### config.mk
export PLATFORM = sky130hd
export DESIGN_NAME = contador_pulsos_bcd
export DESIGN_NICKNAME = d
export VERILOG_FILES = /design/src/rtl/contador_pulsos_bcd.sv
export SDC_FILE = /design/constraint.sdc
export NUM_CORES = 1
export LEC_CHECK = 0
export CORE_MARGIN = 2
export CORE_UTILIZATION = 45
export CTS_CLUSTER_DIAMETER = 120
export DETAILED_ROUTE_END_ITERATION = 10
export PLACE_DENSITY_LB_ADDON = 0.3
export SLEW_MARGIN = 10
export SYNTH_ARGS = -nofsm -noshare
export SYNTH_HDL_FRONTEND = slang
export SYNTH_SLANG_ARGS = --single-unit
### constraint.sdc
create_clock -name clk -period 5.2 [get_ports clk]
set_clock_uncertainty 0.2 [all_clocks]
set_input_delay 0.78 -clock clk [delete_from_list [all_inputs] [get_ports clk]]
set_output_delay 0.78 -clock clk [all_outputs]
set_load 0.05 [all_outputs]
### src/rtl/contador_pulsos_bcd.sv
// Up/down pulse counter with clamped switch load, wrap flag and a registered
// two-digit active-low 7-segment display of the count.
module contador_pulsos_bcd #(
  parameter int unsigned WIDTH     = 4,
  parameter int unsigned MAX_COUNT = 15
) (
  input  logic             clk,
  input  logic             reset,
  input  logic             inc_pulse,
  input  logic             dec_pulse,
  input  logic             load_pulse,
  input  logic [WIDTH-1:0] load_value,
  output logic [WIDTH-1:0] count,
  output logic             wrap_pulse,
  output logic [6:0]       seg_units,
  output logic [6:0]       seg_tens
);

  localparam logic [WIDTH-1:0] MAX_C = WIDTH'(MAX_COUNT);

  logic [WIDTH-1:0] count_q, count_d;
  logic             wrap_q, wrap_d;
  logic [6:0]       seg_units_q, seg_units_d;
  logic [6:0]       seg_tens_q, seg_tens_d;
  logic [31:0]      count_ext;
  logic [3:0]       tens, units;

  function automatic logic [6:0] seg7(input logic [3:0] d);
    case (d)
      4'd0:    seg7 = 7'b1000000;
      4'd1:    seg7 = 7'b1111001;
      4'd2:    seg7 = 7'b0100100;
      4'd3:    seg7 = 7'b0110000;
      4'd4:    seg7 = 7'b0011001;
      4'd5:    seg7 = 7'b0010010;
      4'd6:    seg7 = 7'b0000010;
      4'd7:    seg7 = 7'b1111000;
      4'd8:    seg7 = 7'b0000000;
      4'd9:    seg7 = 7'b0010000;
      default: seg7 = 7'b1111111;
    endcase
  endfunction

  always_comb begin
    count_d = count_q;
    wrap_d  = 1'b0;
    if (load_pulse) begin
      count_d = (load_value > MAX_C) ? MAX_C : load_value;
    end else if (inc_pulse && !dec_pulse) begin
      if (count_q == MAX_C) begin
        count_d = '0;
        wrap_d  = 1'b1;
      end else begin
        count_d = count_q + WIDTH'(1);
      end
    end else if (dec_pulse && !inc_pulse) begin
      if (count_q == '0) begin
        count_d = MAX_C;
        wrap_d  = 1'b1;
      end else begin
        count_d = count_q - WIDTH'(1);
      end
    end
  end

  // Display decodes the already-registered count, so segments trail count by one cycle.
  always_comb begin
    count_ext   = 32'(count_q);
    tens        = 4'(count_ext / 32'd10);
    units       = 4'(count_ext % 32'd10);
    seg_units_d = seg7(units);
    seg_tens_d  = (tens == 4'd0) ? 7'b1111111 : seg7(tens);
  end

  always_ff @(posedge clk) begin
    if (reset) begin
      count_q     <= '0;
      wrap_q      <= 1'b0;
      seg_units_q <= 7'b1000000;
      seg_tens_q  <= '1;
    end else begin
      count_q     <= count_d;
      wrap_q      <= wrap_d;
      seg_units_q <= seg_units_d;
      seg_tens_q  <= seg_tens_d;
    end
  end

  assign count      = count_q;
  assign wrap_pulse = wrap_q;
  assign seg_units  = seg_units_q;
  assign seg_tens   = seg_tens_q;

endmodule

# After elaboration in Yosys (flattened, before gate mapping)
# Memories as Yosys holds them, arrays and structs flattened. A register that Yosys moved wholly into a read port is not among the register bits.
# Index checks and enable logic that the tools add are counted.
# W data, S select, Z words.
dict set report classes {
  n_reduce_logical 9
  n_div 2
  n_lt_le_gt_ge 1
  eq_ne 1
  n_mux 10
  n_addsub 2
}
# operator count
set ops {}
lappend ops {{$div A4 B4 Y32 const B} 1}
lappend ops {{$mod A4 B4 Y32 const B} 1}
lappend ops {{$mux W4} 6}
lappend ops {{$logic_not A4 Y1} 2}
lappend ops {{$add A4 B1 Y4 const B} 1}
lappend ops {{$eq A4 B4 Y1 const B} 1}
lappend ops {{$gt A4 B4 Y1 const B} 1}
lappend ops {{$mux W1} 4}
lappend ops {{$reduce_or A2 Y1} 2}
lappend ops {{$sub A4 B1 Y4 const B} 1}
lappend ops {{$reduce_bool A3 Y1} 1}
lappend ops {{$logic_and A1 B1 Y1} 2}
lappend ops {{$logic_not A1 Y1} 2}
dict set report word_totals {
  regBits 5
  out_inout_bits 19
  rom_bits 224
  mem_count 2
}
# name depth word_bits read_ports rd_ports_with_merged_regs wr line_no
set memory_table {}
lappend memory_table {{(name not given)} 16 7 1 1 0 29} ;# case (d)
lappend memory_table {{(name not given)} 16 7 1 1 0 29}

# Logic depth before layout (Yosys ltp)
dict set report logic_depth {
  ltp_word 5
  mapped_depth 8
  ltp_nobuf 7
}

# Worst setup path after synthesis
# Ideal clock, no wire load.
dict set report synth_path {
  path_kind {reg-to-reg}
  from {register count_q[0] (netlist: count[0])}
  to {register seg_units_q[3] (netlist: seg_units[3])}
  setup_time_ns 0.074
  arrival_time_ns 2.275
  slack_ns 2.651
  stages_incl_launch_ff 8
  required_time_ns 4.926
  cell_sequence {dfxtp_1 -> buf_6 -> inv_1 -> ha_1 -> or3_4 -> o211a_4 -> or4_1 -> a31oi_1}
}
dict set report synth_via {
  elab_chain_cells 1
}
# element line_no
set synth_lines {}
lappend synth_lines {{start, declared} 21} ;# logic [WIDTH-1:0] count_q, count_d;
lappend synth_lines {{start signal, assigned} 82} ;# count_q <= count_d;
lappend synth_lines {{$mod A4 B4 Y32} 70} ;# units = 4'(count_ext % 32'd10);
lappend synth_lines {{end, declared} 23} ;# logic [6:0] seg_units_q, seg_units_d;
# No other way between the ends.
# A chain may end at the register's enable or synchronous reset.

# Final worst setup path
dict set report layout_path {
  from {register count_q[3] (netlist: count[3])}
  to {output count[3]}
}
# element line_no
set layout_rtl {}
lappend layout_rtl {{end, declared} 13} ;# output logic [WIDTH-1:0] count,
# No word-level cell between the ends.

==> results.cfg <==
[placed_design]
dpl.hpwl_um = 1440
io_buffers = 26
gp_congestion = 0.837

[logic_synthesis]
ys_seq_elements = 14
yosys_warnings = 0
synth.distinct_cells = 42
synth.most_common_cell = dfxtp_1
yosysSeqAreaShare = 0.308
ys_async_sr_fraction = 0
yosys-top-cells-area = dfxtp_1 31%, ha_1 11%, buf_4 4.1%
netlist.area_leader.share = 0.308
synth_edf_count = 0
syn-instance-count = 101
ys_top_cells_by_count = 14 x dfxtp_1, 9 x nand2_1, 8 x ha_1
syn_area_per_cell_sq_um = 9.01
synth_largest_area_cell = dfxtp_1
synthFlopType = dfxtp_1
synth_area_sq_um = 910

[cts]
holdBufCountCts = 0
clock_latency_ns = 0.27
cts_sinks = 14
post_cts_buffers = 0
cts.clk_slew.worst_paths_ns = 0.08
cts_tree = done
cts_buffers = 3
ctsRootBufferMaster = clkbuf_4
htreeDepth = 1
max-clock-path-buffers = 2
post_cts_resize_count = 0

[critical_path]
startpoint_type = flip-flop
path_cells = clkdlybuf4s50_1
worstPathArrival_ns = 1.85
crit_fanout = 16
critical_path_class = reg -> out
crit_buf_inv = 1
critical-path-slowest-cell = clkdlybuf4s50_1
critical_path_required_ns = 4.22
slowest_delay_ns = 0.90
critical-path-top-delay-family = buffers and inverters
worst_setup_path_end_kind = primary output

[detailed_routing]
drtPass1Iterations = 4
initialDrtViolationCount = 13
vias_per_cell = 5.40
finalWirelength_um = 1900
vias = 810
postRouteAntennaNets = 0
wl_per_cell_um = 12.7
post-route-drc-count = 0

[layout]
multiInputGateArea_sq_um = 538
diodes = 0
drive_gt1_frac = 0.0732
syn_to_final_growth_pct = 27.5
seq_area_sq_um = 280
fillerInstances = 190
nNetsFinal = 141

[sta]
slew_headroom = 0.592
worstMarginPinSlew_ns = 0.596
tns_ns = 0
period_needed_ns = 2.83
rsz0062_at_grt = no
finalHoldViolCount = 0
setup_viol = 0
fin_crit_sh = 0.544
fmax_mhz = 354
timing.final.max_slew_violations = 0

[floorplanning]
fp.dieW_um = 49.0
core_sq_um = 1940
io_pins = 28
die_h_um = 49.0
die_area_sq_um = 2400
row_count = 16
start_util = 0.468

[global_routing]
busiest_layer = met2
antenna_found_initial = 0
grt_pass1_vias = 795
grt_max_degree = 17
grt_use_met3 = 0.0399
grt_pass1_wl_um = 3360
grt_util_met1 = 0.188
gr-total-overflow = 0
grt_usage = 0.179
grtUsageMet2 = 0.329

[power_and_ir_drop]
leakage_nw = 0.429
fin_total_pwr_mw = 0.339
p_per_area_nw_per_um2 = 292
ir_drop_v = 0.000175

[worst_hold_path]
hold_path_class = reg -> reg

[status]
status = completed

[run]
drv_cap = 0
-- cell type report --
class                      count  area share
inverter                       3     0.00971
multi-input combinational     76       0.464
timing repair buffer          26       0.224
tap                           27      0.0291
clock buffer                   4      0.0313
sequential                    14       0.242
-- where the power goes --
| group | switching [mW] | internal [mW] |
|---|---|---|
| combinational | 0.0831 | 0.0514 |
| clock | 0.0338 | 0.0425 |
| sequential | 0.0112 | 0.117 |
-- flip-flops by register name, indices dropped and copies added (netlist names) --
| signal | count |
|---|---|
| count | 4 |
| wrap_pulse | 1 |
| seg_units | 7 |
| seg_tens | 2 |
-- cells by family (layout without fill, tap and decap cells) --
logic type	Yosys count	after routing	synth area share
compound gates	27	27	0.227
flops	14	14	0.308
other cells	1	2	0.00412
simple gates	34	34	0.195
fa+ha+maj	8	8	0.110
buf+inv	12	33	0.105
mux	2	2	0.0220
xor+xnor	3	3	0.0289
-- metal layers --
metal  share of wire  wire [um]
met1            0.40        761
met2            0.55       1040
met3           0.045         85
met4          0.0042          8
met5               0          0
-- worst register-to-register path, cell delays in order (launching register included) --
cell	delay [ns]
dfxtp_1	0.56
inv_1	0.21
ha_1	0.28
or3_4	0.36
o211a_4	0.18
or4_1	0.47
a31oi_1	0.16
-- final timing paths --
path,from,end,slack (ns),cells after the start
max,count[3],count[3],2.37,1
min,count[3],seg_tens[2],0.47,1
max reg2reg,count[0],seg_units[3],2.69,6
min reg2reg,count[3],seg_tens[2],0.47,1
-- layout by cell type, fill, tap and decap left out, types with 2 or more instances in the layout --
| master | synthesis | layout |
|---|---|---|
| nor3_1 | 3 | 3 |
| ha_1 | 8 | 8 |
| nand2_1 | 9 | 9 |
| o22ai_1 | 2 | 2 |
| a21oi_1 | 6 | 6 |
| mux2i_1 | 2 | 2 |
| nor2_1 | 7 | 7 |
| a211oi_1 | 2 | 2 |
| clkbuf_4 | 0 | 3 |
| conb_1 | 1 | 2 |
| nand3_1 | 3 | 3 |
| nor2b_1 | 2 | 2 |
| xnor2_1 | 2 | 2 |
| inv_1 | 3 | 3 |
| nand4_1 | 2 | 2 |
| o21a_1 | 2 | 2 |
| dfxtp_1 | 14 | 14 |
| nor3b_1 | 2 | 2 |
| clkdlybuf4s50_1 | 0 | 26 |
-- stage by stage --
step / instances / setup WS [ns] / hold slack (ns) / utilization / instance area (sq um)
finish: 150 / 2.37 / 0.474 / 0.597 / 1160
global placement: 146 / 2.72 / 0.427 / 0.579 / 1120
CTS: 150 / 2.38 / 0.466 / 0.597 / 1160
floorplan: 102 / 2.65 / 0.655 / - / 913
detailed placement: 146 / 2.69 / 0.448 / 0.579 / 1120
global route: 150 / 2.29 / 0.520 / 0.597 / 1160
Power figures use the tool's default switching activity.
